## config.mk

```make
export PLATFORM = sky130hd
export DESIGN_NAME = css_gain_mult
export DESIGN_NICKNAME = d
export VERILOG_FILES = /design/src/rtl/css_pkg.sv /design/src/rtl/css_mant_mul.sv /design/src/rtl/css_gain_mult.sv
export SDC_FILE = /design/constraint.sdc
export NUM_CORES = 1
export LEC_CHECK = 0
export ABC_AREA = 1
export CAP_MARGIN = 40
export CORE_ASPECT_RATIO = 1.5
export CORE_MARGIN = 10
export CORE_UTILIZATION = 39
export DETAILED_ROUTE_END_ITERATION = 10
export PLACE_DENSITY = 0.62
export SLEW_MARGIN = 15
export SYNTH_ARGS = -nofsm -noshare
export SYNTH_HDL_FRONTEND = slang
export SYNTH_SLANG_ARGS = --single-unit
export TNS_END_PERCENT = 30
```

## constraint.sdc

```tcl
create_clock -name clk -period 2.8 [get_ports clk]
set_clock_uncertainty 0.05 [all_clocks]
set_input_delay 0.7 -clock clk [delete_from_list [all_inputs] [get_ports clk]]
set_output_delay 0.7 -clock clk [all_outputs]
set_load 0.03 [all_outputs]
```

## src/rtl/css_pkg.sv

```systemverilog
// Shared float constants and stage state encoding.
// Reused by the css lookup stage and downstream float stages.
package css_pkg;

  localparam int FLT_EXP_BIAS = 127;
  localparam int FLT_MAN_W = 23;
  localparam int FLT_EXP_W = 8;
  localparam logic [30:0] FLT_MAX_MAG = 31'h7F7FFFFF;

  typedef enum logic [1:0] {
    IDLE,
    MUL,
    NORM,
    DONE
  } state_t;

endpackage

```

## src/rtl/css_mant_mul.sv

```systemverilog
// Iterative 24x24 unsigned shift-add multiplier.
// Consumes RADIX_BITS multiplier bits per cycle, LSB first.
module css_mant_mul #(
  parameter int RADIX_BITS = 1
) (
  input  logic        clk,
  input  logic        reset,
  input  logic        start,
  input  logic [23:0] mcand,
  input  logic [23:0] mplier,
  output logic        done,
  output logic [47:0] prod
);

  localparam int N = 24 / RADIX_BITS;

  logic        busy;
  logic [4:0]  cnt;
  logic [47:0] acc;
  logic [47:0] a_sh;
  logic [23:0] b_sh;
  logic [47:0] part;

  // partial product of the current multiplier digit
  always_comb begin
    part = '0;
    for (int i = 0; i < RADIX_BITS; i++) begin
      if (b_sh[i]) begin
        part = part + (a_sh << i);
      end
    end
  end

  assign done = busy && (cnt == 5'(N - 1));
  assign prod = acc;

  // accumulate one digit per cycle while busy
  always_ff @(posedge clk or negedge reset) begin
    if (!reset) begin
      busy <= 1'b0;
      cnt  <= '0;
      acc  <= '0;
      a_sh <= '0;
      b_sh <= '0;
    end else if (start) begin
      busy <= 1'b1;
      cnt  <= '0;
      acc  <= '0;
      a_sh <= {24'd0, mcand};
      b_sh <= mplier;
    end else if (busy) begin
      acc  <= acc + part;
      a_sh <= a_sh << RADIX_BITS;
      b_sh <= b_sh >> RADIX_BITS;
      cnt  <= cnt + 5'd1;
      if (done) begin
        busy <= 1'b0;
      end
    end
  end

endmodule

```

## src/rtl/css_gain_mult.sv

```systemverilog
// Float multiplier scaling the css saturation term by a gain.
// Fixed latency: every operand pair walks MUL then NORM.
module css_gain_mult
  import css_pkg::*;
#(
  parameter int RADIX_BITS = 1
) (
  input  logic        clk,
  input  logic        reset,
  input  logic        in_valid,
  output logic        in_ready,
  input  logic [31:0] css,
  input  logic [31:0] gain,
  output logic        out_valid,
  input  logic        out_ready,
  output logic [31:0] out_data
);

  state_t state;
  state_t state_nx;

  logic              accept;
  logic              mul_last;
  logic [47:0]       prod;
  logic              sgn;
  logic signed [9:0] exp_sum;
  logic signed [9:0] exp_fin;
  logic              spc_inf;
  logic              spc_zero;
  logic [22:0]       mant;
  logic [31:0]       res;

  assign in_ready  = (state == IDLE);
  assign out_valid = (state == DONE);
  assign accept    = in_valid && in_ready;

  css_mant_mul #(
    .RADIX_BITS(RADIX_BITS)
  ) u_mant (
    .clk   (clk),
    .reset (reset),
    .start (accept),
    .mcand ({1'b1, css[FLT_MAN_W-1:0]}),
    .mplier({1'b1, gain[FLT_MAN_W-1:0]}),
    .done  (mul_last),
    .prod  (prod)
  );

  // state register
  always_ff @(posedge clk or negedge reset) begin
    if (!reset) begin
      state <= IDLE;
    end else begin
      state <= state_nx;
    end
  end

  // next-state logic
  always_comb begin
    state_nx = state;
    unique case (state)
      IDLE: if (accept) state_nx = MUL;
      MUL:  if (mul_last) state_nx = NORM;
      NORM: state_nx = DONE;
      DONE: if (out_ready) state_nx = IDLE;
      default: state_nx = IDLE;
    endcase
  end

  // normalise, then resolve specials and range in priority order
  always_comb begin
    exp_fin = exp_sum + (prod[47] ? 10'sd1 : 10'sd0);
    mant    = prod[47] ? prod[46:24] : prod[45:23];
    if (spc_inf) begin
      res = {sgn, FLT_MAX_MAG};
    end else if (spc_zero) begin
      res = '0;
    end else if (exp_fin >= 10'sd255) begin
      res = {sgn, FLT_MAX_MAG};
    end else if (exp_fin <= 10'sd0) begin
      res = '0;
    end else begin
      res = {sgn, exp_fin[FLT_EXP_W-1:0], mant};
    end
  end

  // sign/exponent capture on accept, result capture in NORM
  always_ff @(posedge clk or negedge reset) begin
    if (!reset) begin
      sgn      <= 1'b0;
      exp_sum  <= '0;
      spc_inf  <= 1'b0;
      spc_zero <= 1'b0;
      out_data <= '0;
    end else begin
      if (accept) begin
        sgn      <= css[31] ^ gain[31];
        exp_sum  <= $signed({2'b00, css[30:23]})
                  + $signed({2'b00, gain[30:23]})
                  - 10'(FLT_EXP_BIAS);
        spc_inf  <= (css[30:23] == 8'hFF) || (gain[30:23] == 8'hFF);
        spc_zero <= (css[30:23] == 8'h00) || (gain[30:23] == 8'h00);
      end
      if (state == NORM) begin
        out_data <= res;
      end
    end
  end

endmodule

```

### After elaboration in Yosys (flattened, before gate mapping)

Cells that the tools add are included.

* flip-flop bits (word level): 173
* input port bits: 68
* output and inout bits: 34
* logic and storage cells: 59

* add/sub/neg operators: 5
* magnitude comparators: 2
* eq/ne operators: 9
* multiplexer cells: 22
* bitwise operators: 1
* reduce and logical (&&, ||, !) cells: 9

Operators with widths (number)
* 48-bit two-way mux: 5
* 32-bit two-way mux: 4
* 48-bit adder: 1
* 24-bit two-way mux: 2
* 23-bit two-way mux: 1
* 8-bit equality test (second input constant): 2
* 8-bit logical NOT: 2
* 10-bit by 2-bit adder with 10-bit output: 1
* 10-bit by 9-bit >= comparator with 1-bit output (second input constant): 1
* 10-bit by 1-bit <= comparator with 1-bit output (second input constant): 1
* 5-bit two-way mux: 2
* 9-bit by 7-bit subtractor with 10-bit output (second input constant): 1
* 8-bit by 8-bit adder with 9-bit output: 1
* 2-bit one-hot mux with 4 select lines: 1
* 2-bit two-way mux: 3
* 5-bit by 1-bit adder with 5-bit output (second input constant): 1
* 5-bit equality test (second input constant): 1
* 2-bit equality test (second input constant): 2
* 1-bit two-way mux: 4
* 2-bit by 1-bit != test with 1-bit output (second input constant): 2
* 3-bit AND reduction: 1
* 2-bit by 1-bit equality test with 1-bit output (second input constant): 1
* 1-bit logical AND: 2
* 2-bit logical NOT: 1
* 4 further kinds: 5

### Depth between registers and ports, before layout

Gate-level depths: netlist (run 1).

* depth in word-level cells: 7
* gate-level depth with buffers: 17
* mapped depth without buffers: 16

### Modules after synthesis

A second synthesis (run 1) with hierarchy kept.

* cells, all modules: 1917
* area total of the unflattened synthesis: 12548.3 sq um

Modules (own cells, without submodules)
* css_mant_mul: instances 1, cells each 1483, area each 9456.6 sq um
* css_gain_mult: instances 1, cells each 434, area each 3091.7 sq um

### Worst setup path before layout (run 1)

No wires, ideal clock.

* kind: register to register
* from: register u_mant.b_sh[0]
* to: register u_mant.acc[8] (netlist: u_mant.prod[8])
* library setup time: 0.122 ns
* arrival time: 2.354 ns
* data required time: 2.628 ns
* setup slack: 0.275 ns
* cell stages (with the launch flop): 13
* buffers on the path: 2
* period minus slack after synthesis: 2.525 ns
* path through: dfrtp_1 clkbuf_1 buf_1 nand2_1 inv_1 ha_1 fa_1 nand3_1 nand3_1 nand2_1 nand2_1 or2_2 a32o_1

* cells in the longest elaborated chain, start to end: 4

Ends and longest elaborated chain
* start, declared: RTL line css_mant_mul.sv:21 `logic [23:0] b_sh;`
* start signal, assigned: RTL line css_mant_mul.sv:50 `b_sh <= mplier;`
* start signal, assigned: RTL line css_mant_mul.sv:54 `b_sh <= b_sh >> RADIX_BITS;`
* 48-bit two-way mux: RTL line css_mant_mul.sv:28 `if (b_sh[i]) begin`
* 48-bit adder: RTL line css_mant_mul.sv:52 `acc <= acc + part;`
* 48-bit two-way mux: RTL line css_mant_mul.sv:51 `end else if (busy) begin`
* 48-bit two-way mux: RTL line css_mant_mul.sv:45 `end else if (start) begin`
* end signal, assigned: RTL line css_mant_mul.sv:52
* end, declared: RTL line css_mant_mul.sv:19 `logic [47:0] acc;`

No other way between the ends. The select of a mux whose other input is x is not followed.
A chain may end at the register's enable or synchronous reset.

### Worst setup path after layout (run 1)

* from: register u_mant.b_sh[0]
* to: register u_mant.acc[40] (netlist: u_mant.prod[40])

The elaborated chain is that of the path after synthesis.

==> run_results.csv, run 1 <==
group,metric,value,unit
place,io_buffers,101,
cells_and_area,layout_common_cells,"758 x nand2_1, 383 x inv_1, 173 x dfrtp_1",
global_route,antenna_found_initial,0,
synth,synth_flop_cell,"dfrtp_1",
cells_and_area,seqCellArea,0.00433,sq mm
drt,drc,0,
flow_run,drv_cap,0,
drt,drt_first_iter_violations,702,
power_and_ir_drop,p_switching,0.00648,W
critical_path,r2r_cells,14,
critical_path,reg2reg_from,"u_mant.b_sh[0]",
synth,synthArstFlopShare,100,%
floorplan,die-area,0.0396,sq mm
floorplan,die_w,166,microns
power_and_ir_drop,p_per_area,945,mW/mm^2
cts,htreeDepth,4,
timing,final.period_utilization,97.0,%
critical_path,path_max_fanout,7,
cells_and_area,syn2layout_area_growth,19.0,%
place,dp_slack,-0.287,ns
synth,synth_edf_count,0,
drt,dr.pass1.iters,6,
power_and_ir_drop,p_leak,8.25,nW
synth,synth-seq-cells,173,
timing,worst_pin_slew,0.649,ns
cells_and_area,final_layout_size_suffix_gt1_share,5.73,%
synth,ys_seq_area_share,34.8,%
global_route,grt_overflow,0,
cells_and_area,multi_input_area,0.00647,sq mm
power_and_ir_drop,seq_power_share,30.8,%
drt,vias,11985,
timing,slew_headroom,56.7,%
synth,synthCells,1932,
global_route,grt_max_degree,68,
power_and_ir_drop,p_int,0.00752,W
floorplan,initial_core_util,39.3,%
critical_path,crit_type,"flip-flop to flip-flop",
power_and_ir_drop,power_frac_comb,51.7,%
status,outcome,"complete, no violations",
timing,setup_slack,0.0841,ns
cts,clk_pin_slew_worst_paths,0.07,ns
floorplan,ios,102,
critical_path,r2r_slack,0.08,ns
timing,finalHoldViolations,0,
timing,fin_crit,2.72,ns
place,place_congestion,0.959,
cells_and_area,fin_nets,2184,
drt,via_per_inst,4.86,
drt,wl,37300,microns
critical_path,end_kind,"flip-flop",
drt,dr.max_layer_used,"met4",
cts,clock_latency,0.46,ns
timing,timing.fmax,0.368,GHz
global_route,grt_pass1_vias,11828,
critical_path,worstPathArrival,3.01,ns
power_and_ir_drop,p_sw_share,46.3,%
synth,synthesis.nets,2071,
cts,cts_made_buffers,17,
drt,route.met3.wl,1250,microns
floorplan,fp.coreArea,0.0316,sq mm
cts,root_buffer,"clkbuf_16",
drt,drt-met1-wl,15200,microns
cells_and_area,antenna_cells,0,
cells_and_area,nFillCells,3383,
synth,yosys_warnings,0,
min_path,hp-class,"input port to async pin",
drt,wl_met2,19200,microns
critical_path,worstPathRequired,3.10,ns
cts,cts_tree,"yes",
drt,wire_per_inst,15.1,microns
cts,hold_buffers,0,
timing,slew_violations,0,
synth,synthDistinctLibCells,41,
global_route,grt_pass1_wl,60800,microns
cts,clock_path_buffers,2,
timing,finalSetupTns,0,ns
critical_path,r2r_end,"u_mant.prod[40]",
global_route,grt_usage,18.7,%
floorplan,die_y,239,microns
critical_path,startpoint_type,"flip-flop",
place,dp_hpwl,29500,microns
power_and_ir_drop,max-vdd-ir-drop,0.000396,V
timing,rsz0062_at_grt,"true",
power_and_ir_drop,pwr-share-clk,17.6,%
synth,syn-cell-area,0.0124,sq mm
timing,final-setup-viol-count,0,
synth,avgSynthCellArea,6.44,sq um
cts,clock-sinks,173,
floorplan,num_rows,80,
drt,ant_nets,0,
cells_and_area,final_common_cell,"nand2_1",
[cell type report]
cell class                 instances  share of cell area (%)
clock inverter                    13                    1.04
sequential                       173                    29.2
clock buffer                      19                    2.92
timing repair buffer             147                    9.84
inverter                         387                    9.81
multi-input combinational       1319                    43.7
tap                              410                    3.46
[synth_stat cells, types with 4 or more instances]
library cell | number | area (sq um)
dfrtp_1 | 173 | 4330
nor2_1 | 104 | 390
nand4_1 | 17 | 106
nor3_1 | 7 | 35.0
nand3_1 | 111 | 556
ha_1 | 69 | 863
o221ai_1 | 39 | 342
inv_1 | 384 | 1440
a21oi_1 | 59 | 295
buf_2 | 6 | 30.0
or2_2 | 8 | 50.1
a32o_1 | 4 | 40.0
nand2_1 | 760 | 2850
o22ai_1 | 26 | 163
nor4_1 | 4 | 25.0
nand2_2 | 7 | 43.8
clkbuf_1 | 38 | 143
o211ai_1 | 5 | 37.5
o21ai_0 | 67 | 335
o21bai_1 | 4 | 30.0
[per-layer routing]
layer | vias up | global-route usage [%]
met3 | 66 | 2.65
li1 | 6231 | -
met2 | 239 | 34.3
met1 | 5449 | 20.5
met5 | - | 0
met4 | 0 | 9.74
[worst max-delay path: stages, from the launching register on]
cell,delay (ns)
dfrtp_1,0.44
buf_4,0.19
nand2_1,0.06
inv_1,0.06
fa_1,0.42
nand3_1,0.08
nand3_1,0.21
nand2_1,0.13
nand2_1,0.18
nand2_1,0.12
nand3_1,0.24
nand2_1,0.21
nand3_1,0.09
nand3_1,0.09
nand2_1,0.05
[logic make-up after synthesis]
kind of cell    count (synthesis)  synth area share (%)
xor+xnor                        5                 0.352
buf+inv                       440                  13.6
fa+ha+maj                      71                  7.26
flops                         173                  34.8
compound gates                216                  10.8
simple gates                 1027                  33.2
[metrics by stage]
step           power (W)  cell area (sq um)  hold slack, ns  utilization (%)  std cells
2_1_floorplan    0.00915              12400           0.354                -       1932
3_3_place_gp      0.0114              14200           0.401             44.8       2436
3_5_place_dp      0.0116              14200           0.409             44.8       2436
4_1_cts           0.0141              14800           0.195             46.7       2468
5_1_grt           0.0152              14800           0.208             46.8       2468
6_report          0.0140              14800           0.164             46.8       2468
[state kept, by name (all words and copies together) (netlist names), 2 cells and up]
register,flops
state,2
u_mant.b_sh,24
exp_sum,10
u_mant.a_sh,48
out_data,32
u_mant.cnt,5
u_mant.prod,48
[worst max path at each step]
stage	depth (start not counted)	slack, ns	endpoint	start
final	14	0.08	u_mant.prod[40]	u_mant.b_sh[0]
after global placement	12	-0.22	exp_sum[9]	css[24]
after CTS	16	0.10	u_mant.prod[46]	u_mant.b_sh[0]
after floorplan	12	0.27	u_mant.prod[8]	u_mant.b_sh[0]
after global routing	14	-0.03	u_mant.prod[40]	u_mant.b_sh[0]
after detailed placement	12	-0.29	exp_sum[9]	css[24]
[repair_timing]
action,CTS,global route
setup endpoints to repair,0,11
gates resized for setup,0,14
buffers inserted,0,0
endpoints found under the hold margin,0,0
[power by group through the flow]
stage	registers [W]	clock network (W)	logic, W
2_1_floorplan	0.00443	0	0.00473
3_3_place_gp	0.00432	0	0.00712
3_5_place_dp	0.00434	0	0.00724
4_1_cts	0.00431	0.00250	0.00727
5_1_grt	0.00443	0.00261	0.00815
6_report	0.00431	0.00246	0.00723
No activity file was read; power rests on OpenSTA's default activity.
==> inputs of run 2 (changes only) <==
--- a/config.mk
+++ b/config.mk
@@ -8,7 +8,7 @@
 export ABC_AREA = 1
 export CAP_MARGIN = 40
 export CORE_ASPECT_RATIO = 1.5
-export CORE_MARGIN = 10
+export CORE_MARGIN = 3
 export CORE_UTILIZATION = 39
 export DETAILED_ROUTE_END_ITERATION = 10
 export PLACE_DENSITY = 0.62
==> run 2 against run 1 <==
Against the previous run:
- global-route usage increased by 3.6 points
- critical path depth up 2
- combinational power up 1%
==> run_results.csv, run 2 (synthesis results as in run 1) <==
group,metric,value,unit
cells_and_area,seqCellArea,0.00433,sq mm
min_path,hp-class,"input port to async pin",
critical_path,reg2reg_from,"u_mant.b_sh[0]",
timing,holdWs,0.136,ns
drt,drt_first_iter_violations,498,
critical_path,worstPathArrival,2.95,ns
critical_path,r2r_slack,0.15,ns
drt,dr.pass1.iters,5,
cells_and_area,final_layout_size_suffix_gt1_share,7.20,%
drt,drc,0,
timing,worst_pin_slew,0.640,ns
cts,clock-sinks,173,
global_route,grt_max_degree,66,
place,place_congestion,0.971,
drt,vias,12148,
drt,wire_per_inst,15.3,microns
timing,finalSetupTns,0,ns
drt,ant_nets,0,
timing,slew_violations,0,
cells_and_area,antenna_cells,0,
critical_path,startpoint_type,"flip-flop",
cts,clock_latency,0.46,ns
critical_path,crit_family,"simple AND/OR/NAND/NOR gates",
global_route,grt_pass1_vias,12333,
cts,clock_path_buffers,2,
power_and_ir_drop,p_per_area,942,mW/mm^2
power_and_ir_drop,max-vdd-ir-drop,0.000487,V
critical_path,slowest_stage,"dfrtp_1",
floorplan,ios,102,
place,place_inst,2443,
global_route,grt_usage,22.4,%
critical_path,worstPathRequired,3.10,ns
critical_path,r2r_end,"u_mant.prod[37]",
cts,clk_pin_slew_worst_paths,0.08,ns
critical_path,r2r_cells,16,
timing,final.period_utilization,94.7,%
cells_and_area,final_common_cell,"nand2_1",
critical_path,crit_start,"u_mant.b_sh[0]",
cts,htreeDepth,4,
critical_path,cpMostUsedCell,"nand2_1",
drt,wl,37800,microns
drt,via_per_inst,4.91,
critical_path,path_max_fanout,22,
flow_run,drv_cap,0,
floorplan,die-area,0.0341,sq mm
floorplan,num_rows,79,
floorplan,die_w,152,microns
floorplan,initial_core_util,39.8,%
critical_path,crit_type,"flip-flop to flip-flop",
cells_and_area,syn2layout_area_growth,20.2,%
global_route,grt_pass1_wl,61600,microns
timing,finalHoldViolations,0,
floorplan,die_y,225,microns
cells_and_area,multi_input_area,0.00653,sq mm
timing,final-setup-viol-count,0,
status,outcome,"complete, no violations",
critical_path,end_kind,"flip-flop",
cells_and_area,layout_common_cells,"755 x nand2_1, 383 x inv_1, 173 x dfrtp_1",
floorplan,fp.coreArea,0.0312,sq mm
global_route,antenna_found_initial,0,
timing,timing.fmax,0.377,GHz
critical_path,critPathBufInv,4,
critical_path,cp-endpoint,"u_mant.prod[37]",
cells_and_area,nFillCells,3295,
global_route,grt_overflow,0,
timing,rsz0062_at_grt,"true",
cts,cts_setup_buffers,0,
timing,fin_crit,2.65,ns
place,dp_hpwl,30100,microns
cts,root_buffer,"clkbuf_16",
place,io_buffers,101,
critical_path,max_stage_delay,0.40,ns
cts,cts_tree,"yes",
cts,cts_made_buffers,17,
power_and_ir_drop,p_leak,8.30,nW
cells_and_area,fin_cells,2475,
critical_path,cp.depth,16,
timing,slew_headroom,57.3,%
critical_path,path_cells,"buf_12 > buf_4 > nand2_1 > inv_1 > ha_1 > nand2_1 > nor2_1 > inv_1 > nor2_1 > nand3_1 > nand3_1 > nand2_1 > nand2_1 > nand2_1 > nand3_1 > nand2_1",
cells_and_area,fin_nets,2196,
## run 2: layout make-up
type                    count  share of cell area, %
inverters                 387                   9.72
repair buffers            159                   10.3
clock buffers              19                   3.03
multi-input cells        1319                   43.7
well taps                 405                   3.39
clock inverters            13                  0.987
flip-flops and latches    173                   29.0
## run 2: worst register-to-register path, cell delays in order (launching register included)
cell	delay [ns]
dfrtp_1	0.40
buf_12	0.16
buf_4	0.17
nand2_1	0.08
inv_1	0.04
ha_1	0.33
nand2_1	0.14
nor2_1	0.21
inv_1	0.06
nor2_1	0.21
nand3_1	0.11
nand3_1	0.16
nand2_1	0.16
nand2_1	0.10
nand2_1	0.05
nand3_1	0.06
nand2_1	0.05
## run 2: repair_timing
action	in CTS	in global routing
setup endpoints to repair	0	18
resized for setup	0	32
hold buffers	0	0
## run 2: per-stage QoR
stage | total power, W | util [%] | instance area [sq um] | setup slack [ns]
floorplan | 0.00915 | - | 12400 | 0.275
global placement | 0.0115 | 45.6 | 14300 | -0.253
detailed placement | 0.0116 | 45.6 | 14300 | -0.314
CTS | 0.0141 | 47.6 | 14900 | 0.0684
global route | 0.0153 | 47.9 | 15000 | -0.0288
finish | 0.0141 | 47.9 | 15000 | 0.149
## run 2: power breakdown
part | switching [W] | internal, W | total (W)
registers | 0.000719 | 0.00358 | 0.00429
logic | 0.00465 | 0.00267 | 0.00732
clock network | 0.00116 | 0.00131 | 0.00248
total | 0.00653 | 0.00755 | 0.0141
## run 2: metal layers
| layer | vias up | wire [microns] | track usage, % |
|---|---|---|---|
| met5 | - | 0 | 0 |
| met2 | 260 | 19700 | 41.9 |
| met1 | 5547 | 14800 | 24.6 |
| li1 | 6248 | - | - |
| met3 | 93 | 1180 | 2.64 |
| met4 | 0 | 2070 | 12.1 |
## run 2: worst min-delay path by stage
stage	startpoint	to	slack, ns
2_1_floorplan	reset	exp_sum[0]	0.35
5_1_grt	reset	u_mant.prod[41]	0.17
6_report	reset	u_mant.prod[41]	0.14
3_3_place_gp	u_mant.cnt[4]	u_mant.cnt[4]	0.40
3_5_place_dp	sgn	out_data[31]	0.41
4_1_cts	reset	u_mant.prod[41]	0.14
==> inputs of run 3 (changes only) <==
--- a/config.mk
+++ b/config.mk
@@ -11,7 +11,9 @@
 export CORE_MARGIN = 3
 export CORE_UTILIZATION = 39
 export DETAILED_ROUTE_END_ITERATION = 10
-export PLACE_DENSITY = 0.62
+export GPL_TIMING_DRIVEN = 0
+export PLACE_DENSITY = 0.64
+export RECOVER_POWER = 25
 export SLEW_MARGIN = 15
 export SYNTH_ARGS = -nofsm -noshare
 export SYNTH_HDL_FRONTEND = slang
==> constraint.sdc (replaced) <==
create_clock -name clk -period 2.41 [get_ports clk]
set_clock_uncertainty 0.05 [all_clocks]
set_input_delay 0.6025 -clock clk [delete_from_list [all_inputs] [get_ports clk]]
set_output_delay 0.6025 -clock clk [all_outputs]
set_load 0.03 [all_outputs]
==> run 3 against run 2 <==
Against the previous run:
- register-to-register slack worse by 0.26 ns
- cell area increased by 13%
- highest routed layer unchanged
- hold slack better by 0.29 ns
- setup slack worse by 0.26 ns
- final cell count grew 1.5%
- global-route usage increased by 2.2 points
- critical path depth fell by 1
- first-iteration DRC count up 35%
- via count rose by 5.2%
- sequential cell count did not move
- clock-buffer cell count is 2 lower
- the run now ends with capacitance limit, slew limit, setup timing left
- power is 36% higher
- critical endpoint is now u_mant.prod[36]
- largest power group unchanged
==> run_results.csv, run 3 (synthesis results as in run 1) <==
group,metric,value,unit
cells_and_area,syn2layout_area_growth,35.7,%
cells_and_area,antenna_cells,0,
cells_and_area,fin_area,0.0169,sq mm
critical_path,crit_type,"flip-flop to flip-flop",
timing,fin_crit,2.52,ns
timing,timing.fmax,0.397,GHz
floorplan,initial_core_util,39.8,%
place,dp_hpwl,32600,microns
cts,cts_made_buffers,17,
global_route,grt_overflow,0,
timing,final-setup-viol-count,22,
cts,root_buffer,"clkbuf_16",
cts,hold_buffers,0,
cts,clock_latency,0.45,ns
floorplan,die_w,152,microns
floorplan,ios,102,
floorplan,fp.coreArea,0.0312,sq mm
drt,via_per_inst,5.09,
global_route,grt_pass1_wl,66400,microns
cells_and_area,layout_common_cells,"658 x nand2_1, 358 x inv_1, 172 x dfrtp_1",
timing,finalHoldViolations,0,
critical_path,worstPathRequired,2.70,ns
place,io_buffers,101,
drt,ant_nets,0,
critical_path,worstPathArrival,2.81,ns
timing,slew_headroom,-27.7,%
floorplan,die_y,225,microns
timing,rsz0062_at_grt,"true",
power_and_ir_drop,p_leak,8.87,nW
cts,clock-sinks,173,
status,outcome,"finished, violations left",
drt,vias,12781,
timing,holdWs,0.424,ns
place,place_inst,2439,
cts,htreeDepth,4,
critical_path,crit_family,"simple AND/OR/NAND/NOR gates",
timing,setup_slack,-0.107,ns
drt,dr.pass1.iters,5,
cells_and_area,fin_nets,2235,
timing,finalSetupTns,-0.857,ns
timing,worst_pin_slew,1.91,ns
cts,clock_path_buffers,2,
critical_path,slowest_stage,"dfrtp_2",
global_route,grt_usage,24.5,%
status,failed_checks,"capacitance limit, slew limit, setup timing",
cells_and_area,fin_cells,2513,
cells_and_area,final_core_util,54.1,%
timing,slew_violations,70,
cells_and_area,final_layout_size_suffix_gt1_share,20.4,%
floorplan,die-area,0.0341,sq mm
power_and_ir_drop,max-vdd-ir-drop,0.000507,V
drt,drt_first_iter_violations,674,
cts,cts_tree,"yes",
critical_path,path_cells,"clkbuf_16 > buf_12 > nand2_4 > inv_2 > ha_4 > fa_2 > nand3_2 > nand3_4 > buf_6 > nand4_1 > nand3_2 > nand2_2 > nand3_1 > nand3_1 > nand2_1",
critical_path,critPathBufInv,4,
cts,clk_pin_slew_worst_paths,0.07,ns
global_route,grt_max_degree,105,
critical_path,max_stage_delay,0.49,ns
place,place_area,0.0140,sq mm
global_route,antenna_found_initial,0,
cells_and_area,final_common_cell,"nand2_1",
power_and_ir_drop,p_per_area,1130,mW/mm^2
drt,wire_per_inst,17.1,microns
critical_path,path_max_fanout,6,
timing,final.period_utilization,104,%
global_route,grt_pass1_vias,12738,
critical_path,startpoint_type,"flip-flop",
drt,drc,0,
place,place_congestion,0.986,
drt,wl,42900,microns
flow_run,drv_cap,1,
min_path,hp-class,"flip-flop to flip-flop",
floorplan,num_rows,79,
critical_path,end_kind,"flip-flop",
==> run 3: stage by stage <==
step | setup slack (ns) | power [W]
after floorplan | 0.0274 | 0.0106
after global placement | -6.82 | 0.0135
after detailed placement | -1.10 | 0.0136
after CTS | -0.133 | 0.0184
after global routing | -0.165 | 0.0204
final | -0.107 | 0.0191
==> run 3: path summary, 6_finish.rpt <==
path                           startpoint               to  slack, ns  depth (start not counted)
setup / recovery           u_mant.b_sh[0]  u_mant.prod[36]      -0.11                         15
hold / removal              u_mant.cnt[4]    u_mant.cnt[4]       0.42                          1
setup reg to reg           u_mant.b_sh[0]  u_mant.prod[36]      -0.11                         15
hold reg to reg             u_mant.cnt[4]    u_mant.cnt[4]       0.42                          1
max in group asynchronous           reset   u_mant.b_sh[0]       0.27                          2
min in group asynchronous           reset  u_mant.prod[35]       0.64                          1
==> run 3: metal layers <==
layer,up-vias,track usage (%),share of wire (%)
met2,344,45.3,52
met4,0,18.4,8.5
li1,6341,-,-
met5,-,0,0
met3,153,3.29,3.2
met1,5943,25.1,36
==> run 3: timing repair <==
item                       CTS  global route
gates resized for setup    294           182
gates cloned                 2             0
buffers inserted            27            15
pin swaps                   77            76
setup endpoints to repair  106           107
==> run 3: power breakdown <==
part	switching, W	internal, W	total (W)	leakage (nW)
sequential	0.00101	0.00415	0.00516	2.23
combinational	0.00663	0.00425	0.0109	6.33
clock	0.00137	0.00167	0.00304	0.305
total	0.00901	0.0101	0.0191	8.87
==> run 3: area by class of cell <==
| type | count | area (sq um) |
|---|---|---|
| plain buffers | 53 | 313 |
| inverters | 387 | 1460 |
| clock inverters | 14 | 199 |
| clock buffers | 17 | 425 |
| multi-input cells | 1319 | 8240 |
| flip-flops and latches | 173 | 4330 |
| well taps | 405 | 507 |
| fillers | 3056 | 14300 |
| repair buffers | 145 | 1420 |
